$ cat config.mk
export PLATFORM = sky130hd
export DESIGN_NAME = hazard_fwd_ctrl_flat
export DESIGN_NICKNAME = d
export VERILOG_FILES = /design/src/rtl/hazard_fwd_ctrl_pkg.sv /design/src/rtl/hazard_fwd_ctrl_if.sv /design/src/rtl/hazard_fwd_ctrl_fwd_mux.sv /design/src/rtl/hazard_fwd_ctrl.sv /design/src/flat_wrapper.sv
export SDC_FILE = /design/constraint.sdc
export NUM_CORES = 1
export LEC_CHECK = 0
export ABC_AREA = 1
export BUFFER_PORTS_ARGS = -buffer_cell sky130_fd_sc_hd__buf_2
export CORE_AREA = 2 2 96 98
export CTS_CLUSTER_DIAMETER = 150
export DETAILED_ROUTE_END_ITERATION = 6
export DIE_AREA = 0 0 98 100
export PLACE_DENSITY = 0.76
export SYNTH_ARGS = -nofsm -noshare
export SYNTH_HDL_FRONTEND = slang
export SYNTH_SLANG_ARGS = --single-unit
export TNS_END_PERCENT = 10
$ cat constraint.sdc
create_clock -name clk_i -period 2.6 [get_ports clk_i]
set_input_delay 0.13 -clock clk_i [delete_from_list [all_inputs] [get_ports clk_i]]
set_output_delay 0.13 -clock clk_i [all_outputs]
set_load 0.03 [all_outputs]
$ cat src/rtl/hazard_fwd_ctrl_pkg.sv
// rtl/hazard_fwd_ctrl_pkg.sv - shared types and constants for the hazard/forwarding controller
package pipe_pkg;

   typedef enum logic [1:0] {
      RUN   = 2'd0,
      STALL = 2'd1,
      HOLD  = 2'd2
   } state_t;

   localparam logic [1:0] FWD_REG = 2'b00;
   localparam logic [1:0] FWD_WB  = 2'b01;
   localparam logic [1:0] FWD_MEM = 2'b10;

   localparam int unsigned ZERO_REG = 0;

   function automatic logic [3:0] max_u4(input logic [3:0] a, input logic [3:0] b);
      return (a > b) ? a : b;
   endfunction

endpackage

$ cat src/rtl/hazard_fwd_ctrl_if.sv
// rtl/hazard_fwd_ctrl_if.sv - pipeline-side signal bundle of the hazard/forwarding controller
interface hazard_fwd_ctrl_if #(
   parameter int DATA_W = 32,
   parameter int RA_W   = 5
);
   logic [RA_W-1:0]   id_rs_i;
   logic [RA_W-1:0]   id_rt_i;
   logic              id_use_rs_i;
   logic              id_use_rt_i;
   logic              id_branch_i;
   logic              branch_taken_i;
   logic              ex_regwrite_i;
   logic              ex_memread_i;
   logic [RA_W-1:0]   ex_rd_i;
   logic [RA_W-1:0]   ex_rs_i;
   logic [RA_W-1:0]   ex_rt_i;
   logic [DATA_W-1:0] ex_rs_data_i;
   logic [DATA_W-1:0] ex_rt_data_i;
   logic              mem_regwrite_i;
   logic              mem_memread_i;
   logic [RA_W-1:0]   mem_rd_i;
   logic [DATA_W-1:0] mem_alu_i;
   logic              wb_regwrite_i;
   logic [RA_W-1:0]   wb_rd_i;
   logic [DATA_W-1:0] wb_data_i;
   logic              dmem_busy_i;

   logic              pc_write_o;
   logic              if_id_write_o;
   logic              id_ex_bubble_o;
   logic              if_id_flush_o;
   logic              pipe_hold_o;
   logic [1:0]        fwd_a_o;
   logic [1:0]        fwd_b_o;
   logic [DATA_W-1:0] ex_a_o;
   logic [DATA_W-1:0] ex_b_o;
   logic              id_fwd_a_o;
   logic              id_fwd_b_o;

   modport slave (
      input  id_rs_i, id_rt_i, id_use_rs_i, id_use_rt_i, id_branch_i, branch_taken_i,
             ex_regwrite_i, ex_memread_i, ex_rd_i, ex_rs_i, ex_rt_i, ex_rs_data_i, ex_rt_data_i,
             mem_regwrite_i, mem_memread_i, mem_rd_i, mem_alu_i,
             wb_regwrite_i, wb_rd_i, wb_data_i, dmem_busy_i,
      output pc_write_o, if_id_write_o, id_ex_bubble_o, if_id_flush_o, pipe_hold_o,
             fwd_a_o, fwd_b_o, ex_a_o, ex_b_o, id_fwd_a_o, id_fwd_b_o
   );

   modport master (
      output id_rs_i, id_rt_i, id_use_rs_i, id_use_rt_i, id_branch_i, branch_taken_i,
             ex_regwrite_i, ex_memread_i, ex_rd_i, ex_rs_i, ex_rt_i, ex_rs_data_i, ex_rt_data_i,
             mem_regwrite_i, mem_memread_i, mem_rd_i, mem_alu_i,
             wb_regwrite_i, wb_rd_i, wb_data_i, dmem_busy_i,
      input  pc_write_o, if_id_write_o, id_ex_bubble_o, if_id_flush_o, pipe_hold_o,
             fwd_a_o, fwd_b_o, ex_a_o, ex_b_o, id_fwd_a_o, id_fwd_b_o
   );
endinterface

$ cat src/rtl/hazard_fwd_ctrl_fwd_mux.sv
// rtl/hazard_fwd_ctrl_fwd_mux.sv - per-operand EX forwarding match and 3:1 data mux
module fwd_mux
   import pipe_pkg::*;
#(
   parameter int DATA_W = 32,
   parameter int RA_W   = 5
) (
   input  logic              i_en,
   input  logic [RA_W-1:0]   i_src,
   input  logic [DATA_W-1:0] i_reg_data,
   input  logic              i_mem_regwrite,
   input  logic [RA_W-1:0]   i_mem_rd,
   input  logic [DATA_W-1:0] i_mem_data,
   input  logic              i_wb_regwrite,
   input  logic [RA_W-1:0]   i_wb_rd,
   input  logic [DATA_W-1:0] i_wb_data,
   output logic [1:0]        o_sel,
   output logic [DATA_W-1:0] o_data
);
   logic w_mem_hit;
   logic w_wb_hit;

   assign w_mem_hit = i_mem_regwrite && (i_mem_rd != RA_W'(ZERO_REG)) && (i_mem_rd == i_src);
   assign w_wb_hit  = i_wb_regwrite && (i_wb_rd != RA_W'(ZERO_REG)) && (i_wb_rd == i_src);

   // MEM holds the younger result, so it shadows WB for the same register
   always_comb begin
      o_sel = FWD_REG;
      if (i_en) begin
         if (w_mem_hit) begin
            o_sel = FWD_MEM;
         end else if (w_wb_hit) begin
            o_sel = FWD_WB;
         end
      end
   end

   always_comb begin
      o_data = i_reg_data;
      case (o_sel)
         FWD_MEM: o_data = i_mem_data;
         FWD_WB:  o_data = i_wb_data;
         default: o_data = i_reg_data;
      endcase
   end
endmodule

$ cat src/rtl/hazard_fwd_ctrl.sv
// rtl/hazard_fwd_ctrl.sv - hazard stall, flush, hold and forwarding controller for the 5-stage pipe
module hazard_fwd_ctrl
   import pipe_pkg::*;
#(
   parameter int DATA_W   = 32,
   parameter int RA_W     = 5,
   parameter int LOAD_LAT = 1
) (
   input logic              clk_i,
   input logic              rst_i,
   hazard_fwd_ctrl_if.slave bus
);
   localparam logic [3:0] LAT_N  = 4'(LOAD_LAT);
   localparam logic [3:0] LAT_N1 = 4'(LOAD_LAT + 1);

   state_t     r_state;
   state_t     r_saved;
   logic [2:0] r_cnt;
   state_t     w_state_nxt;
   state_t     w_saved_nxt;
   logic [2:0] w_cnt_nxt;
   state_t     w_eff;

   logic       w_ex_hit;
   logic       w_mem_hit;
   logic [3:0] w_n_load;
   logic [3:0] w_n_br_alu;
   logic [3:0] w_n_br_exld;
   logic [3:0] w_n_br_memld;
   logic [3:0] w_need;
   logic       w_stall;
   logic       w_flush;
   logic       w_hold;

   assign w_ex_hit = (bus.ex_rd_i != RA_W'(ZERO_REG)) &&
                     ((bus.id_use_rs_i && (bus.id_rs_i == bus.ex_rd_i)) ||
                      (bus.id_use_rt_i && (bus.id_rt_i == bus.ex_rd_i)));
   assign w_mem_hit = (bus.mem_rd_i != RA_W'(ZERO_REG)) &&
                      ((bus.id_use_rs_i && (bus.id_rs_i == bus.mem_rd_i)) ||
                       (bus.id_use_rt_i && (bus.id_rt_i == bus.mem_rd_i)));

   assign w_n_load     = (bus.ex_memread_i && w_ex_hit) ? LAT_N : 4'd0;
   assign w_n_br_alu   = (bus.id_branch_i && bus.ex_regwrite_i && !bus.ex_memread_i && w_ex_hit) ? 4'd1 : 4'd0;
   assign w_n_br_exld  = (bus.id_branch_i && bus.ex_memread_i && w_ex_hit) ? LAT_N1 : 4'd0;
   assign w_n_br_memld = (bus.id_branch_i && bus.mem_memread_i && w_mem_hit) ? LAT_N : 4'd0;
   assign w_need       = max_u4(max_u4(w_n_load, w_n_br_alu), max_u4(w_n_br_exld, w_n_br_memld));

   // Once busy drops, HOLD behaves as the state it interrupted within the same cycle
   assign w_eff = (r_state == HOLD) ? r_saved : r_state;

   always_ff @(posedge clk_i or negedge rst_i) begin
      if (!rst_i) begin
         r_state <= RUN;
         r_saved <= RUN;
         r_cnt   <= 3'd0;
      end else begin
         r_state <= w_state_nxt;
         r_saved <= w_saved_nxt;
         r_cnt   <= w_cnt_nxt;
      end
   end

   always_comb begin
      w_state_nxt = r_state;
      w_saved_nxt = r_saved;
      w_cnt_nxt   = r_cnt;
      w_stall     = 1'b0;
      w_flush     = 1'b0;
      w_hold      = 1'b0;
      if (bus.dmem_busy_i) begin
         w_hold      = 1'b1;
         w_state_nxt = HOLD;
         if (r_state != HOLD) begin
            w_saved_nxt = r_state;
         end
      end else begin
         w_state_nxt = w_eff;
         case (w_eff)
            STALL: begin
               w_stall   = 1'b1;
               w_cnt_nxt = r_cnt - 3'd1;
               if (r_cnt <= 3'd1) begin
                  w_state_nxt = RUN;
               end
            end
            default: begin
               if (w_need != 4'd0) begin
                  w_stall = 1'b1;
                  if (w_need > 4'd1) begin
                     w_cnt_nxt   = 3'(w_need - 4'd1);
                     w_state_nxt = STALL;
                  end
               end else begin
                  w_flush = bus.branch_taken_i;
               end
            end
         endcase
      end
   end

   assign bus.pc_write_o     = rst_i && !w_stall && !w_hold;
   assign bus.if_id_write_o  = rst_i && !w_stall && !w_hold;
   assign bus.id_ex_bubble_o = !rst_i || w_stall;
   assign bus.if_id_flush_o  = rst_i && w_flush;
   assign bus.pipe_hold_o    = rst_i && w_hold;

   assign bus.id_fwd_a_o = rst_i && bus.mem_regwrite_i && !bus.mem_memread_i &&
                           (bus.mem_rd_i != RA_W'(ZERO_REG)) && (bus.mem_rd_i == bus.id_rs_i);
   assign bus.id_fwd_b_o = rst_i && bus.mem_regwrite_i && !bus.mem_memread_i &&
                           (bus.mem_rd_i != RA_W'(ZERO_REG)) && (bus.mem_rd_i == bus.id_rt_i);

   fwd_mux #(.DATA_W(DATA_W), .RA_W(RA_W)) u_fwd_a (
      .i_en           (rst_i),
      .i_src          (bus.ex_rs_i),
      .i_reg_data     (bus.ex_rs_data_i),
      .i_mem_regwrite (bus.mem_regwrite_i),
      .i_mem_rd       (bus.mem_rd_i),
      .i_mem_data     (bus.mem_alu_i),
      .i_wb_regwrite  (bus.wb_regwrite_i),
      .i_wb_rd        (bus.wb_rd_i),
      .i_wb_data      (bus.wb_data_i),
      .o_sel          (bus.fwd_a_o),
      .o_data         (bus.ex_a_o)
   );

   fwd_mux #(.DATA_W(DATA_W), .RA_W(RA_W)) u_fwd_b (
      .i_en           (rst_i),
      .i_src          (bus.ex_rt_i),
      .i_reg_data     (bus.ex_rt_data_i),
      .i_mem_regwrite (bus.mem_regwrite_i),
      .i_mem_rd       (bus.mem_rd_i),
      .i_mem_data     (bus.mem_alu_i),
      .i_wb_regwrite  (bus.wb_regwrite_i),
      .i_wb_rd        (bus.wb_rd_i),
      .i_wb_data      (bus.wb_data_i),
      .o_sel          (bus.fwd_b_o),
      .o_data         (bus.ex_b_o)
   );
endmodule

$ cat src/flat_wrapper.sv
// flat-port wrapper written by rule: the top's interface ports become plain ports
module hazard_fwd_ctrl_flat import pipe_pkg::*;
#(
   parameter int DATA_W   = 32,
   parameter int RA_W     = 5,
   parameter int LOAD_LAT = 1
)
  (clk_i, rst_i, bus_id_rs_i, bus_id_rt_i, bus_id_use_rs_i, bus_id_use_rt_i, bus_id_branch_i, bus_branch_taken_i, bus_ex_regwrite_i, bus_ex_memread_i, bus_ex_rd_i, bus_ex_rs_i, bus_ex_rt_i, bus_ex_rs_data_i, bus_ex_rt_data_i, bus_mem_regwrite_i, bus_mem_memread_i, bus_mem_rd_i, bus_mem_alu_i, bus_wb_regwrite_i, bus_wb_rd_i, bus_wb_data_i, bus_dmem_busy_i, bus_pc_write_o, bus_if_id_write_o, bus_id_ex_bubble_o, bus_if_id_flush_o, bus_pipe_hold_o, bus_fwd_a_o, bus_fwd_b_o, bus_ex_a_o, bus_ex_b_o, bus_id_fwd_a_o, bus_id_fwd_b_o);
  hazard_fwd_ctrl_if #(.DATA_W(DATA_W), .RA_W(RA_W)) bus_i ();
  input logic clk_i;
  input logic rst_i;
  input wire logic [$bits(bus_i.id_rs_i)-1:0] bus_id_rs_i;
  input wire logic [$bits(bus_i.id_rt_i)-1:0] bus_id_rt_i;
  input wire logic [$bits(bus_i.id_use_rs_i)-1:0] bus_id_use_rs_i;
  input wire logic [$bits(bus_i.id_use_rt_i)-1:0] bus_id_use_rt_i;
  input wire logic [$bits(bus_i.id_branch_i)-1:0] bus_id_branch_i;
  input wire logic [$bits(bus_i.branch_taken_i)-1:0] bus_branch_taken_i;
  input wire logic [$bits(bus_i.ex_regwrite_i)-1:0] bus_ex_regwrite_i;
  input wire logic [$bits(bus_i.ex_memread_i)-1:0] bus_ex_memread_i;
  input wire logic [$bits(bus_i.ex_rd_i)-1:0] bus_ex_rd_i;
  input wire logic [$bits(bus_i.ex_rs_i)-1:0] bus_ex_rs_i;
  input wire logic [$bits(bus_i.ex_rt_i)-1:0] bus_ex_rt_i;
  input wire logic [$bits(bus_i.ex_rs_data_i)-1:0] bus_ex_rs_data_i;
  input wire logic [$bits(bus_i.ex_rt_data_i)-1:0] bus_ex_rt_data_i;
  input wire logic [$bits(bus_i.mem_regwrite_i)-1:0] bus_mem_regwrite_i;
  input wire logic [$bits(bus_i.mem_memread_i)-1:0] bus_mem_memread_i;
  input wire logic [$bits(bus_i.mem_rd_i)-1:0] bus_mem_rd_i;
  input wire logic [$bits(bus_i.mem_alu_i)-1:0] bus_mem_alu_i;
  input wire logic [$bits(bus_i.wb_regwrite_i)-1:0] bus_wb_regwrite_i;
  input wire logic [$bits(bus_i.wb_rd_i)-1:0] bus_wb_rd_i;
  input wire logic [$bits(bus_i.wb_data_i)-1:0] bus_wb_data_i;
  input wire logic [$bits(bus_i.dmem_busy_i)-1:0] bus_dmem_busy_i;
  output wire logic [$bits(bus_i.pc_write_o)-1:0] bus_pc_write_o;
  output wire logic [$bits(bus_i.if_id_write_o)-1:0] bus_if_id_write_o;
  output wire logic [$bits(bus_i.id_ex_bubble_o)-1:0] bus_id_ex_bubble_o;
  output wire logic [$bits(bus_i.if_id_flush_o)-1:0] bus_if_id_flush_o;
  output wire logic [$bits(bus_i.pipe_hold_o)-1:0] bus_pipe_hold_o;
  output wire logic [$bits(bus_i.fwd_a_o)-1:0] bus_fwd_a_o;
  output wire logic [$bits(bus_i.fwd_b_o)-1:0] bus_fwd_b_o;
  output wire logic [$bits(bus_i.ex_a_o)-1:0] bus_ex_a_o;
  output wire logic [$bits(bus_i.ex_b_o)-1:0] bus_ex_b_o;
  output wire logic [$bits(bus_i.id_fwd_a_o)-1:0] bus_id_fwd_a_o;
  output wire logic [$bits(bus_i.id_fwd_b_o)-1:0] bus_id_fwd_b_o;
  assign bus_i.id_rs_i = bus_id_rs_i;
  assign bus_i.id_rt_i = bus_id_rt_i;
  assign bus_i.id_use_rs_i = bus_id_use_rs_i;
  assign bus_i.id_use_rt_i = bus_id_use_rt_i;
  assign bus_i.id_branch_i = bus_id_branch_i;
  assign bus_i.branch_taken_i = bus_branch_taken_i;
  assign bus_i.ex_regwrite_i = bus_ex_regwrite_i;
  assign bus_i.ex_memread_i = bus_ex_memread_i;
  assign bus_i.ex_rd_i = bus_ex_rd_i;
  assign bus_i.ex_rs_i = bus_ex_rs_i;
  assign bus_i.ex_rt_i = bus_ex_rt_i;
  assign bus_i.ex_rs_data_i = bus_ex_rs_data_i;
  assign bus_i.ex_rt_data_i = bus_ex_rt_data_i;
  assign bus_i.mem_regwrite_i = bus_mem_regwrite_i;
  assign bus_i.mem_memread_i = bus_mem_memread_i;
  assign bus_i.mem_rd_i = bus_mem_rd_i;
  assign bus_i.mem_alu_i = bus_mem_alu_i;
  assign bus_i.wb_regwrite_i = bus_wb_regwrite_i;
  assign bus_i.wb_rd_i = bus_wb_rd_i;
  assign bus_i.wb_data_i = bus_wb_data_i;
  assign bus_i.dmem_busy_i = bus_dmem_busy_i;
  assign bus_pc_write_o = bus_i.pc_write_o;
  assign bus_if_id_write_o = bus_i.if_id_write_o;
  assign bus_id_ex_bubble_o = bus_i.id_ex_bubble_o;
  assign bus_if_id_flush_o = bus_i.if_id_flush_o;
  assign bus_pipe_hold_o = bus_i.pipe_hold_o;
  assign bus_fwd_a_o = bus_i.fwd_a_o;
  assign bus_fwd_b_o = bus_i.fwd_b_o;
  assign bus_ex_a_o = bus_i.ex_a_o;
  assign bus_ex_b_o = bus_i.ex_b_o;
  assign bus_id_fwd_a_o = bus_i.id_fwd_a_o;
  assign bus_id_fwd_b_o = bus_i.id_fwd_b_o;
  hazard_fwd_ctrl #(.DATA_W(DATA_W), .RA_W(RA_W), .LOAD_LAT(LOAD_LAT)) u_core (.clk_i(clk_i), .rst_i(rst_i), .bus(bus_i));
endmodule
=== Word-level counts from Yosys, hierarchy flattened ===
Cells that the tools add are included.

* Multiplexer cells: 31
* Magnitude comparators: 5
* Eq/ne operators: 17
* Bitwise operators: 1
* Add/subtract/negate cells: 2
* Reductions and logical operators: 45

{| class="wikitable"
|+ Operator list
! kind !! number
|-
| one-hot mux 32 bit (2 select lines) || 2
|-
| == test 5 bit || 10
|-
| logical AND 1 bit || 29
|-
| two-way mux 2 bit || 11
|-
| nonzero test 5 bit || 3
|-
| > comparator 4 bit || 3
|-
| two-way mux 1 bit || 12
|-
| two-way mux 4 bit || 3
|-
| two-way mux 3 bit || 3
|-
| == test 2 x 1 -> 1 bit (second input constant) || 3
|-
| == test 2 bit (second input constant) || 3
|-
| subtractor 3 x 1 -> 3 bit (second input constant) || 2
|-
| zero test 1 bit || 5
|-
| > comparator 4 x 1 -> 1 bit (second input constant) || 1
|-
| nonzero test 2 bit || 2
|-
| nonzero test 4 bit || 1
|-
| less-or-equal comparator 3 x 1 -> 1 bit (second input constant) || 1
|-
| logical OR 1 bit || 3
|-
| AND reduction 3 bit || 1
|-
| != test 2 bit (second input constant) || 1
|-
| AND reduction 2 bit || 1
|-
| NOT 1 bit || 1
|}

* Register bits after elaboration: 7
* Output and inout bits: 75
* Logic and storage cells: 104
* Bits of input ports: 175

=== Longest topological paths before layout ===
* Depth in word-level cells: 17
* Mapped depth: 23

=== By module ===
From an unflattened synthesis, not the netlist that was laid out.

* Cell total of the unflattened synthesis: 580
* Area total of the unflattened synthesis: 2825.2 um^2

{| class="wikitable"
|+ By module, submodules not included
! module !! area each (um^2) !! seq. area each (um^2) !! cells each !! times used
|-
| fwd_mux || 938.4 || 0.0 || 214 || 2
|-
| hazard_fwd_ctrl || 948.4 || 175.2 || 152 || 1
|}

=== Worst setup path before layout ===
Ideal clock, no wire load.

* Path type: input port to output port
* Start point: input port bus_mem_rd_i[2]
* End point: output port bus_if_id_flush_o
* Required time: 2.470 ns
* Stages: 20
* Setup slack: -0.195 ns
* Data arrival time: 2.665 ns
* Path through: clkbuf_2 -> inv_1 -> nand2_1 -> nand2_1 -> nor2_1 -> nand4_1 -> nand2_1 -> nand2_1 -> nor2_1 -> ha_1 -> nor2_1 -> inv_1 -> nand3_1 -> nand2_1 -> nand2_2 -> ha_1 -> nand2_1 -> nand2_1 -> nand2_1 -> nor3b_1

* Word-level cells in the longest chain between the ends: 15
* Elaborated cells on any way between the ends: 18

{| class="wikitable"
|+ Ends and longest elaborated chain
! item !! RTL line !! RTL
|-
| start: declaration || flat_wrapper.sv:27 || <nowiki>input wire logic [$bits(bus_i.mem_rd_i)-1:0] bus_mem_rd_i;</nowiki>
|-
| == test 5 bit (on tied branches) || hazard_fwd_ctrl.sv:39, hazard_fwd_ctrl.sv:40 ||
|-
| logical AND 1 bit (on tied branches) || hazard_fwd_ctrl.sv:39, hazard_fwd_ctrl.sv:40 ||
|-
| logical OR 1 bit || hazard_fwd_ctrl.sv:39 || <nowiki>((bus.id_use_rs_i && (bus.id_rs_i == bus.mem_rd_i)) ||</nowiki>
|-
| logical AND 1 bit (*) || hazard_fwd_ctrl.sv:38 || <nowiki>assign w_mem_hit = (bus.mem_rd_i != RA_W'(ZERO_REG)) &&</nowiki>
|-
| logical AND 1 bit (*) || hazard_fwd_ctrl.sv:45 || <nowiki>assign w_n_br_memld = (bus.id_branch_i && bus.mem_memread_i && w_mem_hit) ? LAT_N : 4'd0;</nowiki>
|-
| two-way mux 1 bit (*) || hazard_fwd_ctrl.sv:45 ||
|-
| > comparator 4 bit || hazard_fwd_ctrl_pkg.sv:17 || <nowiki>return (a > b) ? a : b;</nowiki>
|-
| two-way mux 4 bit (*) || hazard_fwd_ctrl_pkg.sv:17 ||
|-
| > comparator 4 bit || hazard_fwd_ctrl_pkg.sv:17 ||
|-
| two-way mux 4 bit (*) || hazard_fwd_ctrl_pkg.sv:17 ||
|-
| nonzero test 4 bit (*) || hazard_fwd_ctrl.sv:87 || <nowiki>if (w_need != 4'd0) begin</nowiki>
|-
| two-way mux 1 bit (*) || hazard_fwd_ctrl.sv:87 ||
|-
| two-way mux 1 bit (*) || hazard_fwd_ctrl.sv:78 || <nowiki>case (w_eff)</nowiki>
|-
| two-way mux 1 bit (*) || hazard_fwd_ctrl.sv:70 || <nowiki>if (bus.dmem_busy_i) begin</nowiki>
|-
| logical AND 1 bit (*) || hazard_fwd_ctrl.sv:104 || <nowiki>assign bus.if_id_flush_o = rst_i && w_flush;</nowiki>
|-
| end: declaration || flat_wrapper.sv:36 || <nowiki>output wire logic [$bits(bus_i.if_id_flush_o)-1:0] bus_if_id_flush_o;</nowiki>
|}

Every way passes the cells marked *; elsewhere a longest branch is shown, timed or not.

=== Final worst setup path ===
* Start point: input port bus_ex_rs_i[3]
* End point: output port bus_ex_a_o[30]

* Word-level cells in the longest chain between the ends: 7
* Elaborated cells on any way between the ends: 10

{| class="wikitable"
|+ Ends and longest elaborated chain
! item !! RTL line !! RTL
|-
| start: declaration || flat_wrapper.sv:21 || <nowiki>input wire logic [$bits(bus_i.ex_rs_i)-1:0] bus_ex_rs_i;</nowiki>
|-
| == test 5 bit || hazard_fwd_ctrl_fwd_mux.sv:24 || <nowiki>assign w_wb_hit = i_wb_regwrite && (i_wb_rd != RA_W'(ZERO_REG)) && (i_wb_rd == i_src);</nowiki>
|-
| logical AND 1 bit || hazard_fwd_ctrl_fwd_mux.sv:24 ||
|-
| two-way mux 1 bit || hazard_fwd_ctrl_fwd_mux.sv:32 || <nowiki>end else if (w_wb_hit) begin</nowiki>
|-
| two-way mux 2 bit (*) || hazard_fwd_ctrl_fwd_mux.sv:30 || <nowiki>if (w_mem_hit) begin</nowiki>
|-
| two-way mux 2 bit (*) || hazard_fwd_ctrl_fwd_mux.sv:29 || <nowiki>if (i_en) begin</nowiki>
|-
| == test 2 x 1 -> 1 bit / == test 2 bit (equally long branches) || hazard_fwd_ctrl_fwd_mux.sv:40 || <nowiki>case (o_sel)</nowiki>
|-
| one-hot mux 32 bit (2 select lines) (*) || hazard_fwd_ctrl_fwd_mux.sv:40 ||
|-
| end: declaration || flat_wrapper.sv:40 || <nowiki>output wire logic [$bits(bus_i.ex_a_o)-1:0] bus_ex_a_o;</nowiki>
|}

Marked as above.

==> results.sh <==
export IMPL_routabilityCongestion=0.9347
export IMPL_synth_async_sr_flop_share=1.000
export IMPL_post_synth_most_frequent_cells="sky130_fd_sc_hd__nand2_1, sky130_fd_sc_hd__a21oi_1, sky130_fd_sc_hd__nor2_1"
export IMPL_r2r_cells=10
export IMPL_core_rowCount=35
export IMPL_netlist_top_cells_area="sky130_fd_sc_hd__a21oi_1, sky130_fd_sc_hd__nand2_1, sky130_fd_sc_hd__nor2_1"
export IMPL_core_area_sq_mm=0.008890
export IMPL_pwr_share_clk=0.129
export IMPL_grt_first_pass_wirelength_um=17530
export IMPL_number_of_flops_mapped_to_enable_cells_by_yosys=0
export IMPL_power_mw=1.142
export IMPL_grt_pass1_vias=3686
export IMPL_power_density_cell_area_mw_per_mm2=280.5
export IMPL_tritoncts="built"
export IMPL_netlist_cell_type_count=33
export IMPL_synth_ff_latch_count=7
export IMPL_max_cap_violations=0
export IMPL_critPathLaunchType="primary input"
export IMPL_postSynth_topFlopCell="sky130_fd_sc_hd__dfrtp_1"
export IMPL_io_buffer_count=249
export IMPL_min_path_cells=3
export IMPL_postPlaceCellArea_sq_mm=0.003998
export IMPL_leakage_power_of_the_design_nw=2.350
export IMPL_postCtsSetupRepairBufs=0
export IMPL_clock_path_buffers=2
export IMPL_critical_path_peak_fanout=27
export IMPL_post_synth_top_area_fraction=0.2613
export IMPL_critical_path_required_ns=2.47
export IMPL_outcome="finished, final reports clean"
export IMPL_dp_final_hpwl_um=9307
export IMPL_pre_repair_dr_iteration_count=5
export IMPL_start_util=0.2866
export IMPL_ant_nets=0
export IMPL_regToRegSetupSlack_ns=1.12
export IMPL_grt_use_total=0.2152
export IMPL_route_vias_total=4239
export IMPL_die_y_um=100
export IMPL_layout_cell_area_non_filler_sq_mm=0.004070
export IMPL_slew_headroom=0.7719
export IMPL_drcViolationCount=0
export IMPL_power_switching_mw=0.5733
export IMPL_pwr_share_comb=0.711
export IMPL_instances_no_fill=862
export IMPL_syn_cell_area_sq_mm=0.002547
export IMPL_avg_wl_per_cell_um=13.44
export IMPL_grt_antenna_before_repair=1
export IMPL_clock_insertion_delay_worst_skew_ns=0.22
export IMPL_clock_sink_count=7
export IMPL_worstSetupEndpointType="primary output"
export IMPL_global_route_overflow_total=0
export IMPL_timing_final_crit_period_ns=2.457
export IMPL_die_w_um=98
export IMPL_worst_setup_hold_path_clk_slew_ns=0.04
export IMPL_drt_total_wl_um=11590
export IMPL_hp_class="primary input to flop"
export IMPL_syn_avg_cell_area_sq_um=4.956
export IMPL_setup_repair_after_global_routing_missed_its_margin="yes"
export IMPL_cts_root_buf="sky130_fd_sc_hd__clkbuf_8"
export IMPL_synth_yosys_seq_area_share=0.06876
export IMPL_io_pins=250
export IMPL_finalCritPeriodShare=0.9450
export IMPL_cts_htree_levels=1
export IMPL_worst_pin_slew_ns=0.3336
export IMPL_synth_area_leader_cell="sky130_fd_sc_hd__a21oi_1"
export IMPL_worstHoldEndpoint="u_core.r_saved[0]$_DFFE_PN0P_"
export IMPL_p_seq_frac=0.160
export IMPL_reg2reg_to="u_core.r_cnt[0]$_DFFE_PN0P_"
export IMPL_fmax_ghz=0.4070
export IMPL_detail_route_iter0_violations=191
export IMPL_timing_hold_violations_final=0
export IMPL_finClkSkew_ns=0.002124
export IMPL_netSwitchingFraction=0.5021
export IMPL_hold_path_startpoint="bus_dmem_busy_i"
export IMPL_timing_critical_path_arrival_ns=2.33
export IMPL_mappedNetlistNets=698
export IMPL_cts_inserted_buffers=3
export IMPL_slew_violations=0
export IMPL_syn_instance_count=514
export IMPL_finalNetCount=936
export IMPL_path_class="primary input to primary output"
export IMPL_dpl_cell_count=856
export IMPL_largest_net_degree_at_the_start_of_global_routing=33
export IMPL_timing_final_setup_violations=0
export IMPL_worst_r2r_startpoint="u_core.r_state[0]$_DFF_PN0_"
export IMPL_synth_most_common_cell="sky130_fd_sc_hd__nand2_1"
export IMPL_synth_warning_count=0
export IMPL_syn_to_final_growth_pct=59.77
export IMPL_internal_power_mw=0.5684
export IMPL_vdd_ir_drop_max_v=0.0002164
export IMPL_avgViaCountPerCell=4.918
export IMPL_fp_dieArea_sq_mm=0.009800
export IMPL_num_fill_cells=986
export IMPL_final_layout_size_suffix_gt1_frac=0.3755
export IMPL_antenna_cells_inserted=0
## layout by cell type (no fill, tap or decap), types with 5 or more instances in the layout
| master | n |
|---|---|
| sky130_fd_sc_hd__xor2_1 | 10 |
| sky130_fd_sc_hd__nand2_1 | 136 |
| sky130_fd_sc_hd__ha_1 | 9 |
| sky130_fd_sc_hd__inv_1 | 39 |
| sky130_fd_sc_hd__buf_4 | 7 |
| sky130_fd_sc_hd__xnor2_1 | 7 |
| sky130_fd_sc_hd__nand4_1 | 5 |
| sky130_fd_sc_hd__buf_2 | 248 |
| sky130_fd_sc_hd__nand3_1 | 11 |
| sky130_fd_sc_hd__o21ai_1 | 5 |
| sky130_fd_sc_hd__buf_12 | 7 |
| sky130_fd_sc_hd__nor2_1 | 90 |
| sky130_fd_sc_hd__dfrtp_1 | 7 |
| sky130_fd_sc_hd__a21oi_1 | 133 |
## metal layers
| metal | vias up | global-route usage | wire, um |
|---|---|---|---|
| met5 | - | 0 | 0 |
| met4 | 0 | 0.04274 | 133 |
| met3 | 14 | 0.03621 | 1118 |
| met2 | 219 | 0.3678 | 5600 |
| met1 | 1866 | 0.2875 | 4733 |
| li1 | 2140 | - | - |
## flip-flops by register name, summed over array words and instances, names as in the netlist
name            count
u_core.r_state      2
u_core.r_saved      2
u_core.r_cnt        3
## kinds of logic (layout without fill, tap and decap cells)
| family | after synthesis | after routing | share of synthesized area |
|---|---|---|---|
| compound gates | 149 | 149 | 0.3006 |
| buf+inv | 75 | 312 | 0.1169 |
| fa+ha+maj | 9 | 9 | 0.04421 |
| xor+xnor | 17 | 17 | 0.05845 |
| simple gates | 257 | 257 | 0.4111 |
| flops | 7 | 7 | 0.06876 |
## layout make-up
type,instances,area (sq um),share of cell area
Clock buffer,4,45.04,0.01107
Tap cell,111,138.9,0.03412
Multi-Input combinational cell,432,2087,0.5128
Timing Repair Buffer,264,1454,0.3572
Sequential cell,7,175.2,0.04304
Inverter,44,170.2,0.04181
## power groups by stage
| stage | logic, mW | clock network (mW) | registers, mW |
|---|---|---|---|
| 2_1_floorplan | 0.503 | 0 | 0.178 |
| 3_3_place_gp | 0.804 | 0 | 0.183 |
| 3_5_place_dp | 0.805 | 0 | 0.184 |
| 4_1_cts | 0.811 | 0.152 | 0.182 |
| 5_1_grt | 0.889 | 0.163 | 0.188 |
| 6_report | 0.812 | 0.147 | 0.183 |
## critical path, stage by stage
cell and delay [ns]:
sky130_fd_sc_hd__buf_2 0.12, sky130_fd_sc_hd__or2_2 0.29, sky130_fd_sc_hd__a21oi_1 0.19, sky130_fd_sc_hd__nor4b_1 0.25, sky130_fd_sc_hd__nand4_1 0.15, sky130_fd_sc_hd__ha_1 0.37, sky130_fd_sc_hd__inv_1 0.14, sky130_fd_sc_hd__buf_12 0.19
sky130_fd_sc_hd__nor2_1 0.06, sky130_fd_sc_hd__a21oi_1 0.19, sky130_fd_sc_hd__buf_2 0.24
## what timing repair did
action / 4_1_cts / 5_1_grt
hold endpoints to repair: 7 / 0
hold buffers: 2 / 0
setup endpoints to repair: 0 / 3
gates resized for setup: 0 / 4
## how the worst max path moves through the flow
stage | start | to | slack [ns]
after CTS | bus_ex_rs_i[3] | bus_ex_a_o[30] | 0.15
after global placement | bus_wb_rd_i[4] | bus_ex_b_o[29] | 0.15
after detailed placement | bus_ex_rs_i[3] | bus_ex_a_o[30] | 0.16
final | bus_ex_rs_i[3] | bus_ex_a_o[30] | 0.14
after floorplan | bus_wb_rd_i[4] | bus_ex_b_o[0] | -0.18
after global routing | bus_ex_rd_i[4] | bus_pc_write_o | -0.02
## through the flow
step / utilization / TNS, ns / setup WS, ns / hold WS, ns
detailed placement: 0.4497 / 0 / 0.1608 / 0.1095
floorplan: - / -5.619 / -0.1813 / -0.1656
global placement: 0.4497 / 0 / 0.1532 / 0.1171
CTS: 0.4570 / 0 / 0.1517 / 0.2229
finish: 0.4578 / 0 / 0.1429 / 0.2263
global route: 0.4578 / -0.03330 / -0.01536 / 0.2482
No activity file was read; power rests on OpenSTA's default activity.
